===== src/rtl/ram_fifo_pkg.sv =====
// Shared constants for the RAM-backed FIFO controller.
package ram_fifo_pkg;

  localparam int DEF_DATA_W = 8;
  localparam int DEF_ADDR_W = 6;
  localparam int DEPTH      = 1 << DEF_ADDR_W;

endpackage


===== src/rtl/ram_fifo_ctrl_if.sv =====
// FIFO push/pop handshake and status bundle.
// With RAM_FIFO_ERR_FLAGS_EN defined, sticky overflow/underflow flags are added.
interface ram_fifo_ctrl_if
  import ram_fifo_pkg::*;
#(
  parameter int DATA_W = DEF_DATA_W,
  parameter int ADDR_W = DEF_ADDR_W
) ();

  logic              wr_en;
  logic [DATA_W-1:0] wr_data;
  logic              rd_en;
  logic [DATA_W-1:0] rd_data;
  logic              rd_valid;
  logic              full;
  logic              empty;
  logic [ADDR_W:0]   count;
`ifdef RAM_FIFO_ERR_FLAGS_EN
  logic              overflow;
  logic              underflow;
`endif

`ifdef RAM_FIFO_ERR_FLAGS_EN
  modport master (
    output wr_en, wr_data, rd_en,
    input  rd_data, rd_valid, full, empty, count, overflow, underflow
  );

  modport slave (
    input  wr_en, wr_data, rd_en,
    output rd_data, rd_valid, full, empty, count, overflow, underflow
  );
`else
  modport master (
    output wr_en, wr_data, rd_en,
    input  rd_data, rd_valid, full, empty, count
  );

  modport slave (
    input  wr_en, wr_data, rd_en,
    output rd_data, rd_valid, full, empty, count
  );
`endif

endinterface


===== src/rtl/dual_port_ram.sv =====
// Simple dual-port RAM: port A writes, port B reads (and can write) with a
// registered read output. Contents are never reset.
module dual_port_ram #(
  parameter int DATA_W = 8,
  parameter int ADDR_W = 6
) (
  input  logic              clk,
  input  logic              we_a,
  input  logic [ADDR_W-1:0] addr_a,
  input  logic [DATA_W-1:0] din_a,
  input  logic              en_b,
  input  logic              we_b,
  input  logic [ADDR_W-1:0] addr_b,
  input  logic [DATA_W-1:0] din_b,
  output logic [DATA_W-1:0] dout_b
);

  logic [DATA_W-1:0] mem [2**ADDR_W];

  // Array writes and registered port-B read; a read sees the pre-edge contents.
  always_ff @(posedge clk) begin
    if (we_a) mem[addr_a] <= din_a;
    if (we_b) mem[addr_b] <= din_b;
    if (en_b) dout_b <= mem[addr_b];
  end

endmodule


===== src/rtl/ram_fifo_ctrl.sv =====
// RAM-backed synchronous FIFO controller.
// Optional feature macro: RAM_FIFO_ERR_FLAGS_EN adds sticky overflow/underflow.
// Read path: RAM registers the word at the accepting edge, the controller
// captures it one edge later into the held rd_data register.
module ram_fifo_ctrl
  import ram_fifo_pkg::*;
#(
  parameter int DATA_W = DEF_DATA_W,
  parameter int ADDR_W = DEF_ADDR_W
) (
  input logic            clk,
  input logic            rst,
  ram_fifo_ctrl_if.slave bus
);

  localparam logic [ADDR_W:0] CNT_FULL = {1'b1, {ADDR_W{1'b0}}};

  logic [ADDR_W-1:0] wr_ptr;
  logic [ADDR_W-1:0] rd_ptr;
  logic [ADDR_W:0]   count_q;
  logic              rd_pend;
  logic              rd_valid_q;
  logic [DATA_W-1:0] rd_data_q;
  logic [DATA_W-1:0] ram_q;
  logic              full_w;
  logic              empty_w;
  logic              wr_acc;
  logic              rd_acc;

  assign full_w  = (count_q == CNT_FULL);
  assign empty_w = (count_q == '0);
  assign wr_acc  = bus.wr_en & ~full_w & ~rst;
  assign rd_acc  = bus.rd_en & ~empty_w & ~rst;

  dual_port_ram #(
    .DATA_W (DATA_W),
    .ADDR_W (ADDR_W)
  ) u_ram (
    .clk    (clk),
    .we_a   (wr_acc),
    .addr_a (wr_ptr),
    .din_a  (bus.wr_data),
    .en_b   (rd_acc),
    .we_b   (1'b0),
    .addr_b (rd_ptr),
    .din_b  ('0),
    .dout_b (ram_q)
  );

  // Pointer and occupancy bookkeeping; pointers wrap naturally at 2**ADDR_W.
  always_ff @(posedge clk) begin
    if (rst) begin
      wr_ptr  <= '0;
      rd_ptr  <= '0;
      count_q <= '0;
    end else begin
      if (wr_acc) wr_ptr <= wr_ptr + 1'b1;
      if (rd_acc) rd_ptr <= rd_ptr + 1'b1;
      case ({wr_acc, rd_acc})
        2'b10:   count_q <= count_q + 1'b1;
        2'b01:   count_q <= count_q - 1'b1;
        default: count_q <= count_q;
      endcase
    end
  end

  // Second read stage: capture the RAM word and flag it; rd_data holds otherwise.
  always_ff @(posedge clk) begin
    if (rst) begin
      rd_pend    <= 1'b0;
      rd_valid_q <= 1'b0;
      rd_data_q  <= '0;
    end else begin
      rd_pend    <= rd_acc;
      rd_valid_q <= rd_pend;
      if (rd_pend) rd_data_q <= ram_q;
    end
  end

  assign bus.rd_data  = rd_data_q;
  assign bus.rd_valid = rd_valid_q;
  assign bus.full     = full_w;
  assign bus.empty    = empty_w;
  assign bus.count    = count_q;

`ifdef RAM_FIFO_ERR_FLAGS_EN
  logic ovf_q;
  logic unf_q;

  // Sticky capture of refused requests, cleared only by reset.
  always_ff @(posedge clk) begin
    if (rst) begin
      ovf_q <= 1'b0;
      unf_q <= 1'b0;
    end else begin
      if (bus.wr_en && full_w)  ovf_q <= 1'b1;
      if (bus.rd_en && empty_w) unf_q <= 1'b1;
    end
  end

  assign bus.overflow  = ovf_q;
  assign bus.underflow = unf_q;
`endif

endmodule


===== src/flat_wrapper.sv =====
// flat-port wrapper written by rule: the top's interface ports become plain ports
module ram_fifo_ctrl_flat import ram_fifo_pkg::*;
#(
  parameter int DATA_W = DEF_DATA_W,
  parameter int ADDR_W = DEF_ADDR_W
)
  (clk, rst, bus_wr_en, bus_wr_data, bus_rd_en, bus_rd_data, bus_rd_valid, bus_full, bus_empty, bus_count);
  ram_fifo_ctrl_if #(.DATA_W(DATA_W), .ADDR_W(ADDR_W)) bus_i ();
  input logic clk;
  input logic rst;
  input wire logic [$bits(bus_i.wr_en)-1:0] bus_wr_en;
  input wire logic [$bits(bus_i.wr_data)-1:0] bus_wr_data;
  input wire logic [$bits(bus_i.rd_en)-1:0] bus_rd_en;
  output wire logic [$bits(bus_i.rd_data)-1:0] bus_rd_data;
  output wire logic [$bits(bus_i.rd_valid)-1:0] bus_rd_valid;
  output wire logic [$bits(bus_i.full)-1:0] bus_full;
  output wire logic [$bits(bus_i.empty)-1:0] bus_empty;
  output wire logic [$bits(bus_i.count)-1:0] bus_count;
  assign bus_i.wr_en = bus_wr_en;
  assign bus_i.wr_data = bus_wr_data;
  assign bus_i.rd_en = bus_rd_en;
  assign bus_rd_data = bus_i.rd_data;
  assign bus_rd_valid = bus_i.rd_valid;
  assign bus_full = bus_i.full;
  assign bus_empty = bus_i.empty;
  assign bus_count = bus_i.count;
  ram_fifo_ctrl #(.DATA_W(DATA_W), .ADDR_W(ADDR_W)) u_core (.clk(clk), .rst(rst), .bus(bus_i));
endmodule

===== config.mk =====
export PLATFORM = sky130hd
export DESIGN_NAME = ram_fifo_ctrl_flat
export DESIGN_NICKNAME = d
export VERILOG_FILES = /design/src/rtl/ram_fifo_pkg.sv /design/src/rtl/ram_fifo_ctrl_if.sv /design/src/rtl/dual_port_ram.sv /design/src/rtl/ram_fifo_ctrl.sv /design/src/flat_wrapper.sv
export SDC_FILE = /design/constraint.sdc
export NUM_CORES = 1
export LEC_CHECK = 0
export BUFFER_PORTS_ARGS = -buffer_cell sky130_fd_sc_hd__buf_4
export CAP_MARGIN = 30
export CORE_MARGIN = 2
export CORE_UTILIZATION = 45
export CTS_BUF_LIST = sky130_fd_sc_hd__clkbuf_16
export DETAILED_ROUTE_END_ITERATION = 10
export SYNTH_ARGS = -nofsm -noshare
export SYNTH_HDL_FRONTEND = slang
export SYNTH_SLANG_ARGS = --single-unit

===== constraint.sdc =====
create_clock -name clk -period 3.75 [get_ports clk]
set_clock_uncertainty 0.15 [all_clocks]
set_input_delay 0.1875 -clock clk [delete_from_list [all_inputs] [get_ports clk]]
set_output_delay 0.1875 -clock clk [all_outputs]
set_load 0.05 [all_outputs]

==> results.py <==
metrics = {
    "critical_path": {
        "endpoint_kind": "flip-flop",
        "start_kind": "flip-flop",
        "crit_fanout": 8,
        "regToRegSetupSlack_ps": 390,
        "r2r_cells": 10,
        "crit_chain": "or4_1 -> o41ai_2 -> nor2_1 -> ha_1 -> ha_1 -> nor2b_1 -> o21a_1 -> o21a_1 -> o211ai_1 -> mux2_1",
        "crit_required_ps": 4100,
        "arrival_ps": 3700,
        "slowest_delay_ps": 610,
        "cp_slowest_cell": "or4_1",
        "r2r-start": "u_core.bus.count[4]$_SDFFE_PP0P_",
        "r2r_end": "u_core.bus.count[6]$_SDFFE_PP0P_",
        "worst-setup-path-type": "reg -> reg",
    },
    "detailed_routing": {
        "ant_nets": 0,
        "wire_per_inst_um": 26.1,
        "drtIter0Drc": 1039,
        "firstDrtPassIters": 5,
        "wirelength_um": 49900,
        "drc": 0,
        "vias": 11000,
        "viasPerCell": 5.75,
    },
    "placement": {
        "post_dp_cell_area_mm2": 0.0231,
        "dp_slack_ps": 421,
        "io_buffers": 29,
        "hpwl_um": 30500,
        "gp_congestion": 0.859,
    },
    "global_routing": {
        "grt_util_met2_pct": 31.5,
        "grt_pass1_vias": 10900,
        "grt_max_degree": 65,
        "grt_use_met3_pct": 3.82,
        "track_usage_pct": 20.3,
        "grt.overflow.total": 0,
        "top_usage_layer": "met2",
        "grt_first_pass_wirelength_um": 73800,
        "gr-usage-met1_pct": 29.0,
        "antenna_found_initial": 1,
    },
    "synthesis": {
        "synth_compound_area_share_pct": 3.88,
        "yosysUniqueCellTypes": 62,
        "yosysSeqAreaShare_pct": 74.7,
        "synth_top_family_by_area": "multiplexers",
        "muxShareOfSynthArea_pct": 14.8,
        "ys_async_sr_fraction_pct": 0,
        "synth-edff-count": 520,
        "ys_ff_latch": 549,
        "synth-xor-area-share_pct": 0.444,
        "syn_area_per_cell_um2": 19.5,
        "syn_area_mm2": 0.0217,
        "synth-simple-area-share_pct": 3.67,
        "yosys_warnings": 0,
        "synthAdderAreaFrac_pct": 0.554,
        "synthesis.nets": 1135,
        "synth_ff_type": "edfxtp_1",
        "synth_cells": 1114,
    },
    "cts": {
        "htree_levels": 2,
        "clockBufferDepth": 3,
        "path_clk_slew_ps": 60,
        "cts_buffers": 57,
        "clock-sinks": 549,
        "cts_post_setup_buffers_inserted": 0,
        "root_buffer": "clkbuf_16",
        "insertion_delay_ps": 630,
        "cts_tree": "done",
    },
    "layout": {
        "drive_gt1_share_pct": 24.5,
        "area_growth_pct": 14.9,
        "multi_input_comb_area_mm2": 0.00505,
        "diodes": 0,
        "stdcell_area_mm2": 0.0249,
        "fillers": 3780,
        "ff_latch_area_mm2": 0.0162,
        "nNetsFinal": 1270,
    },
    "die": {
        "rows": 80,
        "dieHeight_um": 224,
        "io_pins": 30,
        "start_util_pct": 45.5,
        "die_area_mm2": 0.0500,
        "chipWidth_um": 224,
        "core_area_mm2": 0.0476,
    },
    "sta": {
        "slew-limit-headroom_pct": 43.8,
        "hold_ws_ps": 0.389,
        "fin_crit_sh_pct": 89.5,
        "setup_tns_ps": 0,
        "rsz0062_at_grt": "no",
        "layout_min_cycle_time_ps": 3360,
        "finalMaxSlewViolations": 0,
        "setup-violations-final": 0,
        "timing.fmax_mhz": 298,
        "tightest_slew_ps": 840,
        "setup_ws_ps": 395,
        "hold_violations": 0,
    },
    "job": {
        "drv_cap": 0,
    },
    "pwr": {
        "powerDensity_mw_per_mm2": 565,
        "seq_power_share_pct": 48.9,
        "power.switching_mw": 3.40,
        "finalPower_mw": 14.1,
        "intPower_mw": 10.7,
        "power_frac_comb_pct": 12.9,
        "swShare_pct": 24.1,
        "pwr-share-clk_pct": 38.2,
        "ir_drop_v": 0.000381,
        "leakage_nw": 7.91,
    },
    "hold_path": {
        "holdPathEnd": "u_core.u_ram.mem[54][7]$_DFFE_PP_",
        "min_delay_path_depth": 1,
        "min_from": "bus_wr_data[7]",
        "hold_class": "in -> reg",
    },
    "run_status": {
        "status": "finished, final reports clean",
    },
}
==> final cells by class <==
class,instances,area share (%)
clock buffers,58,5.82
well taps,615,3.09
inverters,8,0.120
multi-input cells,497,20.3
clock inverters,47,1.31
flip-flops and latches,549,65.0
repair buffers,136,4.36
==> how the worst max path moves through the flow <==
stage | end | from | slack (ps)
floorplan | u_core.bus.count[6]$_SDFFE_PP0P_ | u_core.bus.count[4]$_SDFFE_PP0P_ | 100
global placement | u_core.bus.count[6]$_SDFFE_PP0P_ | u_core.bus.count[4]$_SDFFE_PP0P_ | 450
detailed placement | u_core.bus.count[6]$_SDFFE_PP0P_ | u_core.bus.count[4]$_SDFFE_PP0P_ | 420
CTS | u_core.bus.count[6]$_SDFFE_PP0P_ | u_core.bus.count[4]$_SDFFE_PP0P_ | 400
global route | u_core.bus.count[6]$_SDFFE_PP0P_ | u_core.bus.count[4]$_SDFFE_PP0P_ | 110
finish | u_core.bus.count[6]$_SDFFE_PP0P_ | u_core.bus.count[4]$_SDFFE_PP0P_ | 390
==> registers in the layout, indices dropped and copies added, names as in the netlist <==
name,cells
u_core.bus.count,7
u_core.bus.rd_valid,1
u_core.u_ram.mem,512
u_core.rd_pend,1
u_core.rd_ptr,6
u_core.u_ram.dout_b,8
u_core.wr_ptr,6
u_core.bus.rd_data,8
==> cells by family (layout without fill, tap and decap cells) <==
logic type,count (synthesis),after routing
buf+inv,68,249
mux,197,197
flops,549,549
xor+xnor,11,11
compound gates,111,111
simple gates,169,169
fa+ha+maj,9,9
==> per-stage QoR <==
stage               cells  utilization [%]
floorplan            1114                -
CTS                  1910             52.3
global route         1910             52.3
global placement     1799             48.4
detailed placement   1799             48.4
finish               1910             52.3
==> worst max-delay path, delay by kind of cell (launching register included) <==
family	cells	cell delay, ps
compound gates	4	870
simple gates	3	850
fa+ha+maj	2	680
flops	1	340
mux	1	330
==> per-layer routing <==
metal | wire length, um | vias up
li1 | - | 4825
met1 | 21900 | 5705
met2 | 23300 | 353
met3 | 3030 | 104
met4 | 1640 | 2
met5 | 13 | -
==> cell usage after synthesis, types with 3 or more instances <==
cell type,count,area (um^2)
nor2_1,94,353
a22oi_1,14,105
buf_6,10,113
a21oi_1,10,50.1
nor2b_1,6,37.5
buf_4,7,52.6
dfxtp_1,29,581
mux2i_1,98,981
nand3b_1,5,37.5
o221ai_1,3,26.3
a22o_1,3,26.3
ha_1,8,100
buf_2,17,85.1
clkbuf_1,14,52.6
o41ai_1,6,52.6
inv_1,7,26.3
buf_12,3,60.1
or3_1,3,18.8
edfxtp_1,520,15600
nand3_1,10,50.1
xor2_1,7,61.3
nor3_1,5,25.0
a211oi_1,26,195
buf_1,8,30.0
nand4_1,3,18.8
o22ai_1,26,163
mux4_2,98,2210
nand2_1,20,75.1
and3_1,7,43.8
xnor2_1,4,35.0
==> what timing repair did <==
action | CTS | global route
hold buffers | 6 | 0
endpoints found under the setup margin | 0 | 0
endpoints found under the hold margin | 101 | 0
gates resized for setup | 0 | 0
==> layout by cell type, fill, tap and decap left out, types with 5 or more instances in the layout <==
master         synthesis  layout
dlygate4sd3_1          0       6
o22ai_1               26      26
xor2_1                 7       7
clkinv_1               0      13
nor3_1                 5       5
and3_1                 7       7
mux2i_1               98      98
clkinv_2               0       7
nand3_1               10      10
buf_4                  7     126
a21oi_1               10      10
nor2_1                94      94
o41ai_1                6       6
nor2b_1                6       6
inv_1                  7      25
nand3b_1               5       5
nand2_1               20      20
mux4_2                98      98
clkbuf_16              0      58
ha_1                   8       8
dfxtp_1               29      26
edfxtp_1             520     520
a211oi_1              26      26
a22oi_1               14      14
==> power groups by stage <==
stage                     Combinational, mW  Clock [mW]  Sequential [mW]
after global placement                 1.82           0             7.01
after CTS                              1.85        5.48             6.88
final                                  1.82        5.38             6.88
after global routing                   1.93        5.71             6.89
after floorplan                        1.34           0             7.00
after detailed placement               1.83           0             7.01
Power figures use the tool's default switching activity.
